File: src/rtl/counter_updown_mod.sv
// ============================================================================
// counter_updown_mod : up/down counter with load, clear, dual enables, rco and
// registered wrap pulse. Optional macro COUNTER_SATURATE_EN holds at bounds.
// Revision: 1.0
// ============================================================================
`default_nettype none

module counter_updown_mod #(
  parameter int unsigned WIDTH       = 8,
  parameter int unsigned MAX_VALUE   = 2**WIDTH - 1,
  parameter int unsigned RESET_VALUE = 0
) (
  input  logic             clk,
  input  logic             resetN,
  input  logic [1:0]       s,
  input  logic             enpN,
  input  logic             entN,
  input  logic [WIDTH-1:0] d,
  output logic [WIDTH-1:0] q,
  output logic             rcoN,
  output logic             wrap
);

  localparam logic [WIDTH-1:0] c_MAX   = MAX_VALUE[WIDTH-1:0];
  localparam logic [WIDTH-1:0] c_RESET = RESET_VALUE[WIDTH-1:0];
  localparam logic [1:0]       c_CLEAR = 2'b00;
  localparam logic [1:0]       c_DOWN  = 2'b01;
  localparam logic [1:0]       c_LOAD  = 2'b10;
  localparam logic [1:0]       c_UP    = 2'b11;

  logic [WIDTH-1:0] r_q;
  logic             r_wrap;
  logic [WIDTH-1:0] w_q_nxt;
  logic             w_wrap_nxt;
  logic             w_en;
  logic             w_at_top;
  logic             w_at_bot;

  assign w_en     = !enpN && !entN;
  assign w_at_top = (r_q >= c_MAX);
  // Out-of-range values (loaded above MAX) count as a bound in the down direction too.
  assign w_at_bot = (r_q == '0) || (r_q > c_MAX);

  always_comb begin
    w_q_nxt    = r_q;
    w_wrap_nxt = 1'b0;
    case (s)
      c_LOAD: w_q_nxt = d;
      c_CLEAR: begin
        if (w_en) w_q_nxt = '0;
      end
      c_UP: begin
        if (w_en) begin
          if (w_at_top) begin
`ifdef COUNTER_SATURATE_EN
            w_q_nxt = c_MAX;
`else
            w_q_nxt = '0;
`endif
            w_wrap_nxt = 1'b1;
          end else begin
            w_q_nxt = r_q + 1'b1;
          end
        end
      end
      c_DOWN: begin
        if (w_en) begin
          if (w_at_bot) begin
`ifdef COUNTER_SATURATE_EN
            w_q_nxt = (r_q == '0) ? '0 : c_MAX;
`else
            w_q_nxt = c_MAX;
`endif
            w_wrap_nxt = 1'b1;
          end else begin
            w_q_nxt = r_q - 1'b1;
          end
        end
      end
      default: w_q_nxt = r_q;
    endcase
  end

  always_ff @(posedge clk or negedge resetN) begin
    if (!resetN) begin
      r_q    <= c_RESET;
      r_wrap <= 1'b0;
    end else begin
      r_q    <= w_q_nxt;
      r_wrap <= w_wrap_nxt;
    end
  end

  assign q    = r_q;
  assign wrap = r_wrap;
  assign rcoN = !(!entN && (((s == c_UP) && w_at_top) || ((s == c_DOWN) && w_at_bot)));

endmodule

`default_nettype wire

File: config.mk
export PLATFORM = sky130hd
export DESIGN_NAME = counter_updown_mod
export DESIGN_NICKNAME = d
export VERILOG_FILES = /design/src/rtl/counter_updown_mod.sv
export SDC_FILE = /design/constraint.sdc
export NUM_CORES = 1
export LEC_CHECK = 0
export CORE_MARGIN = 3
export CORE_UTILIZATION = 52
export CTS_CLUSTER_SIZE = 14
export DETAILED_ROUTE_END_ITERATION = 8
export PLACE_DENSITY = 0.87
export SLEW_MARGIN = 10
export SYNTH_ARGS = -nofsm -noshare
export SYNTH_HDL_FRONTEND = slang
export SYNTH_SLANG_ARGS = --single-unit
File: constraint.sdc
create_clock -name clk -period 2.56 [get_ports clk]
set_input_delay 0.256 -clock clk [delete_from_list [all_inputs] [get_ports clk]]
set_output_delay 0.256 -clock clk [all_outputs]
set_load 0.03 [all_outputs]
==> flow_metrics.py <==
metrics = {
    "clock_tree": {
        "cts_tree": "built",
        "clkLatencyLatePin_ns": 0.28,
        "htree_levels": 1,
        "clk_pin_slew_ns": 0.07,
        "cts_max_path_buffers": 2,
        "root_buffer": "clkbuf_4",
        "post_cts_buffers": 0,
        "cts_sinks": 9,
        "cts_buffers": 3,
    },
    "floorplanning": {
        "die_h_um": 48.6,
        "core_mm2": 0.00161,
        "dieArea_mm2": 0.00236,
        "start_util": 0.585,
        "rows": 14,
        "ioPinCount": 24,
        "die_w_um": 48.6,
    },
    "worst_setup_path": {
        "critPathLaunchType": "flip-flop",
        "rr_worst_depth": 5,
        "crit_arrival_ns": 2.07,
        "rr_endpoint": "q[6]$_DFFE_PN0P_",
        "rr_startpoint": "q[0]$_DFFE_PN0P_",
        "crit_fanout": 10,
        "cp.required_ns": 2.30,
        "reg2reg_setup_slack_ns": 0.73,
        "criticalPathCategory": "flip-flop to primary output",
        "end_kind": "primary output",
    },
    "yosys": {
        "seq_area_frac_synth": 0.239,
        "synthMuxAreaShare": 0.0106,
        "synthArstFlopShare": 1.00,
        "ys_top_cells_by_area": "dfrtp_1 24%, buf_6 6.0%, nand2_1 5.2%, o21ai_0 4.8%, nand3_1 4.2%",
        "synthTopCellsByCount": "13 x nand2_1, 9 x dfrtp_1, 9 x o21ai_0",
        "syn_nets": 135,
        "synth-simple-area-share": 0.293,
        "synthXorXnorAreaFrac": 0.0279,
        "ys.flop_type": "dfrtp_1",
        "yosysWarningCount": 0,
        "synth_most_common_cell": "nand2_1",
        "postSynthAreaPerCell_um2": 7.98,
        "synth_cell_types": 45,
        "synth-edff-count": 0,
        "synth_area_leader_cell": "dfrtp_1",
        "syn_inst": 118,
        "ys_seq_elements": 9,
        "syn_area_um2": 942,
        "synth_compound_area_frac": 0.278,
        "yosysTopAreaCellShare": 0.239,
        "synth_top_family_by_area": "simple AND/OR/NAND/NOR gates",
        "synth-adder-area-share": 0.0398,
    },
    "grt": {
        "antenna_found_initial": 0,
        "grtUsageTotal": 0.256,
        "grt_start_max_net_pins": 15,
        "grt_pass1_vias": 982,
        "grt_pass1_wl_mm": 4.69,
        "grt_overflow": 0,
    },
    "power_and_ir_drop": {
        "powerDensity_mw_per_mm2": 549,
        "irDropWorstVdd_mv": 0.367,
        "p_leak_nw": 0.448,
    },
    "sta": {
        "rsz0062_at_grt": "no",
        "fin_skew_ns": 0.00501,
        "slew_headroom": 0.630,
        "fin_crit_sh": 0.910,
        "fmax_mhz": 429,
        "drv_slew": 0,
        "fin_setup_tns_ns": 0,
        "hold_viol": 0,
        "tightestPinTransition_ns": 0.553,
        "post-route-min-period_ns": 2.33,
        "setup_viol": 0,
    },
    "detailed_routing": {
        "drt_iter0_drc": 77,
        "ant_nets": 0,
        "wire_per_inst_um": 16.3,
        "viasPerCell": 6.03,
        "wl_mm": 2.71,
        "drc": 0,
        "firstDrtPassIters": 4,
        "vias": 1007,
    },
    "place": {
        "port_buffers": 23,
        "place_area_mm2": 0.00117,
        "place_congestion": 1.00,
        "dp_hpwl_mm": 1.97,
    },
    "layout": {
        "num-fill-cells": 145,
        "drive_above_1_share": 0.119,
        "fin_nets": 161,
        "design_area_mm2": 0.00119,
        "antenna_cells": 0,
        "area_growth_pct": 26.7,
    },
    "flow_run": {
        "maxCapViolCount": 0,
    },
    "run_status": {
        "outcome": "finished clean",
    },
    "hold_path": {
        "holdCritPathClass": "input pin to asynchronous set/reset pin",
    },
}
==> what timing repair did <==
action / 4_1_cts / 5_1_grt
setup endpoints to repair: 1 / 0
gates resized for setup: 1 / 0
hold buffers: 0 / 0
==> power breakdown <==
group	switching [W]	internal, W	total [W]
combinational	0.000185	0.000141	0.000326
clock	0.0000652	0.0000606	0.000126
sequential	0.0000402	0.000164	0.000204
==> logic make-up after synthesis <==
group / Yosys count
xor gates and xnor gates: 3
adders and majority gates: 3
muxes: 1
DFF: 9
and+or+nand+nor: 48
AOI/OAI and AO/OA: 40
buffers and inverters: 14
==> cell usage in the layout, fill, tap and decap left out, drive strengths merged, types with 4 or more instances in the layout <==
master,netlist,layout
a21oi,7,7
a31oi,4,4
buf,7,7
clkbuf,2,4
clkdlybuf4s50,0,22
dfrtp,9,9
inv,5,5
nand2,13,13
nand3,9,9
nor2,8,8
o21ai,12,12
==> how the worst max path moves through the flow <==
stage                           from  slack (ns)   end
finish              q[0]$_DFFE_PN0P_        0.23  rcoN
global route        q[0]$_DFFE_PN0P_        0.12  rcoN
CTS                 q[0]$_DFFE_PN0P_        0.23  rcoN
detailed placement  q[0]$_DFFE_PN0P_        0.28  rcoN
global placement    q[0]$_DFFE_PN0P_        0.35  rcoN
floorplan           q[3]$_DFFE_PN0P_        0.66  rcoN
==> state kept, by name, summed over array words and instances, names as in the netlist <==
signal and count:
wrap 1, q 8
==> metal layers <==
layer | vias up | share of wire | routed length (um) | global-route usage
met1 | 460 | 0.42 | 1150 | 0.315
met5 | - | 0 | 0 | 0
li1 | 491 | - | - | -
met4 | 0 | 0.027 | 72 | 0.137
met2 | 49 | 0.48 | 1290 | 0.420
met3 | 7 | 0.073 | 199 | 0.0491
==> critical path, cell delays in order (launching register included) <==
cell           delay [ns]
dfrtp_1              0.47
ha_1                 0.32
and3_2               0.25
nand4_1              0.11
o21ai_0              0.12
nand3b_1             0.10
dlygate4sd2_1        0.42
==> layout make-up <==
| cell class | count | area, um^2 | share of cell area |
|---|---|---|---|
| Multi-Input combinational cell | 95 | 612 | 0.513 |
| Timing Repair Buffer | 30 | 282 | 0.236 |
| Inverter | 5 | 18.8 | 0.0157 |
| Tap cell | 24 | 30.0 | 0.0252 |
| Sequential cell | 9 | 225 | 0.189 |
| Clock buffer | 4 | 26.3 | 0.0220 |
==> stage by stage <==
stage | power [W] | util | setup WS, ns | instances | hold WS (ns)
after floorplan | 0.000428 | - | 0.662 | 118 | -0.0396
after global placement | 0.000518 | 0.725 | 0.347 | 163 | 0.594
after detailed placement | 0.000524 | 0.725 | 0.279 | 163 | 0.609
after CTS | 0.000648 | 0.741 | 0.232 | 167 | 0.309
after global routing | 0.000696 | 0.741 | 0.118 | 167 | 0.321
final | 0.000656 | 0.741 | 0.231 | 167 | 0.286
No activity file was read; power rests on OpenSTA's default activity.
==> RTL change 1, RTL diff (same settings) <==
Change the parameter `WIDTH` from 8 to 7.
--- a/src/rtl/counter_updown_mod.sv
+++ b/src/rtl/counter_updown_mod.sv
@@ -6,7 +6,7 @@
 `default_nettype none
 
 module counter_updown_mod #(
-  parameter int unsigned WIDTH       = 8,
+  parameter int unsigned WIDTH       = 7,
   parameter int unsigned MAX_VALUE   = 2**WIDTH - 1,
   parameter int unsigned RESET_VALUE = 0
 ) (
Ports: changed (resized d and q); port bits go from 24 to 22. The function was not compared with the original's and may differ.
==> RTL change 1 against the original RTL <==
  * Cell area fell by 13%
  * Worst hold slack worse by 2.5 ps
  * Sequential share of layout area grew 0.43 points
  * Sequential power decreased by 19%
  * Sequential cell count decreased by 1
  * Area after synthesis down 19%
  * Wire length is 15% lower
  * Cell count down 14%
  * Setup slack worse by 51 ps
  * Total power down 13%
  * Largest power group unchanged
==> RTL change 1: results (changes against the original RTL) <==
STA
  – Slew HR: 0.504 (-0.127)

Global route
  – Gr usage total: 0.257 (+0.00185)
  – Largest net degree at the start of global routing: 12 (-3)
  – Number of global-route vias before repair: 836 (-15%)
  – First-pass GRT wire length: 3.72 mm (-21%)
  – Met1 Use GR: 0.322 (+0.00662)

Final layout
  – Share of layout cells above drive strength 1: 0.132 (+0.0129)
  – Layout Nets: 147 (-8.7%)
  – Multi-input gate area: 500 um2 (-18%)

Power and ir drop
  – Switching pwr: 235 uW (-19%)
  – Max rail drop VDD: 0.431 mV (+18%)

Setup path
  – CP Data Arrival Time: 2120 ps (+50 ps)
  – Crit-path max FO: 2 (-8)

Placement
  – Cell total after placement: 141 (-13%)
  – Hpwl dp: 1.80 mm (-8.5%)
  – I/O Buffers: 21 (-8.7%)
  – Placed Area: 1010 um2 (-13%)
  – DP Worst Slack: 159 ps (-120 ps)

CTS
  – Clk slew on worst S/H paths: 50 ps (-20 ps)
  – Worst-skew pair later-pin latency: 250 ps (-30 ps)

Detailed routing
  – Met2 WL post-DR: 1.09 mm (-15%)
  – Met3 wire length: 206 um (+3.5%)
  – Vias/cell: 6.34 (+5.1%)
  – WL/cell: 15.9 um (-1.9%)
  – DR iter-0 viols: 72 (-6.5%)

Synth
  – Seq/Total Area, Yosys: 0.264 (+0.0245)
  – Mapped Cells: 102 (-14%)
  – Syn Nets: 118 (-13%)
  – Top post-synthesis cells by count: nand2_1 (13), a21oi_1 (9), nor2_1 (9), o21ai_0 (9), dfrtp_1 (8)

Floorplan
  – Row count: 13 (-1)

Status
  – Status: finished clean
## RTL change 1: cell count changes after synthesis, sizes merged, moves of 2 or more
cell	unedited run	this run
o21ai	12	9
nor2b	3	1
a21oi	7	10
nand3b	2	0
xor2	0	5
buf	7	3
a31oi	4	2
and3	2	0
o211ai	2	0
nor2	8	10
nand3	9	4
## RTL change 1: kinds of logic after synthesis
| logic type | Yosys count | share of synthesized area |
|---|---|---|
| xor gates and xnor gates | 7 | 0.0807 |
| buffers and inverters | 11 | 0.0807 |
| and+or+nand+nor | 41 | 0.267 |
| DFF | 8 | 0.264 |
| adders and majority gates | 3 | 0.0494 |
| AOI/OAI and AO/OA | 32 | 0.259 |
## RTL change 1: final cells by class
class	count	area share
Multi-Input combinational cell	83	0.483
Timing Repair Buffer	30	0.267
Sequential cell	8	0.193
Clock buffer	3	0.0217
Inverter	5	0.0181
Tap cell	15	0.0181
## RTL change 1: worst paths after layout
kind | from | to | slack [ps] | cells after the start
setup / recovery | q[2] | rcoN | 180 | 7
hold / removal | resetN | q[6] | 280 | 1
setup reg to reg | q[1] | q[1] | 690 | 6
hold reg to reg | q[3] | q[3] | 690 | 3
max in group asynchronous | resetN | q[2] | 2010 | 1
min in group clk | d[0] | q[0] | 570 | 3
## RTL change 1: repair_timing
| action | in CTS | in global routing |
|---|---|---|
| hold endpoints to repair | 0 | 0 |
| gates resized for setup | 1 | 1 |
| setup endpoints to repair | 1 | 1 |
| buffers inserted | 0 | 0 |
## RTL change 1: power groups by stage
stage / clock network (uW) / logic (uW) / registers, uW
global placement: 0 / 299 / 165
floorplan: 0 / 153 / 209
global route: 104 / 333 / 168
detailed placement: 0 / 302 / 167
finish: 95.3 / 307 / 166
CTS: 98.7 / 304 / 165
==> RTL change 2, RTL diff (same flow settings) <==
Made on the original files. Make the reset (`resetN`) synchronous in one clocked block.
--- a/src/rtl/counter_updown_mod.sv
+++ b/src/rtl/counter_updown_mod.sv
@@ -81,7 +81,7 @@
     endcase
   end
 
-  always_ff @(posedge clk or negedge resetN) begin
+  always_ff @(posedge clk) begin
     if (!resetN) begin
       r_q    <= c_RESET;
       r_wrap <= 1'b0;
Behaviour: differs if resetN is asserted again (counterexample within 4 cycles, from zero or initial values and one cycle with resetN low); with resetN held inactive, the same outputs for 10 cycles.
==> RTL change 2 against the original RTL <==
  * Wire length down 6.9%
  * Cell area shrank 6.6%
  * Total power shrank 25%
  * First-iteration DRC count shrank 57%
  * Cell count is 8.4% lower
  * Setup slack is essentially flat
  * Worst hold slack better by 350 ps
  * Sequential cell count stayed put
  * Register-to-register slack gained 100 ps
  * Clock skew is 1.0 ps higher
  * Fmax hardly changed
  * Area after synthesis decreased by 7.0%
  * Largest power group unchanged
==> RTL change 2: results (changes against the original RTL) <==
Global route
  – Gr usage total: 0.269 (+0.0131)
  – M3 GR Usage: 0.0728 (+0.0237)
  – First-pass GRT wire length: 4.10 mm (-13%)
  – Number of global-route vias before repair: 915 (-6.8%)
  – Met1 Use GR: 0.324 (+0.00927)
  – Met2 Usage GRT: 0.420 (about the same)

Power and ir drop
  – Comb group: 195 uW (-40%)
  – P_int: 300 uW (-18%)
  – Total Power: 489 uW (-25%)
  – Leakage: 0.000404 uW (-9.9%)
  – Max rail drop VDD: 0.267 mV (-27%)

Synth
  – Post-Synth XOR/XNOR Area: 0.0700 (+0.0421)
  – Post-synth cell types: 39 (-13%)
  – Async set-reset flop share out of synthesis: 0 (-1.00)
  – Post-synth top area cell: dfxtp_1
  – Synth area leaders: dfxtp_1 (21%), a21oi_1 (5.1%), ha_1 (4.3%)
  – Syn Nets: 133 (-1.5%)
  – Avg Cell Area, Syn: 7.55 um2 (-5.4%)
  – Seq/Total Area, Yosys: 0.206 (-0.0333)
  – Synth Area in Compound Gates: 0.291 (+0.0139)
  – Adder-cell share of the synthesized area: 0.0429 (+0.00302)

Setup path
  – Cells on worst reg2reg path: 6 (+1)
  – Critical path's top delay family: buffers and inverters
  – Slowest cell on crit path: dfxtp_1
  – Reg2reg end: q[0]
  – Critical R2R Launch: q[1]
  – Crit-path max FO: 8 (-2)
  – Worst R2R Setup Slack: 830 ps (+100 ps)

Detailed routing
  – Vias/cell: 6.34 (+5.1%)
  – Routed WL: 2.53 mm (-6.9%)
  – Met2 WL post-DR: 1.21 mm (-6.3%)
  – DR iter-0 viols: 33 (-57%)
  – Wire length on met1: 1.02 mm (-11%)

Placement
  – Cell total after placement: 149 (-8.6%)
  – Hpwl dp: 1.93 mm (-2.0%)
  – Placed Area: 1090 um2 (-6.7%)

STA
  – Final period util: 0.909 (about the same)
  – Final Hold Slack: 636 ps (+350 ps)

Final layout
  – Layout Nets: 155 (-3.7%)
  – Fill cells: 132 (-9.0%)

Status
  – Status: finished clean
[RTL change 2: cell types whose count changed in the layout (fill, tap and decap cells not counted), sizes merged, moves of 3 or more]
| cell | before | now |
|---|---|---|
| o221ai | 1 | 4 |
| o21ai | 12 | 6 |
| dfxtp | 0 | 9 |
| buf | 7 | 3 |
| nand3 | 9 | 6 |
| dfrtp | 9 | 0 |
| xor2 | 0 | 4 |
| and4 | 0 | 3 |
[RTL change 2: final cells by class]
| class | instances | area (um2) | area share |
|---|---|---|---|
| Multi-Input combinational cell | 94 | 622 | 0.558 |
| Sequential cell | 9 | 180 | 0.162 |
| Tap cell | 16 | 20.0 | 0.0180 |
| Timing Repair Buffer | 26 | 251 | 0.226 |
| Inverter | 4 | 15.0 | 0.0135 |
| Clock buffer | 4 | 26.3 | 0.0236 |
[RTL change 2: timing repair]
item                       4_1_cts  5_1_grt
buffers inserted                 0        0
hold buffers                     0        0
resized for setup                1        0
setup endpoints to repair        1        0
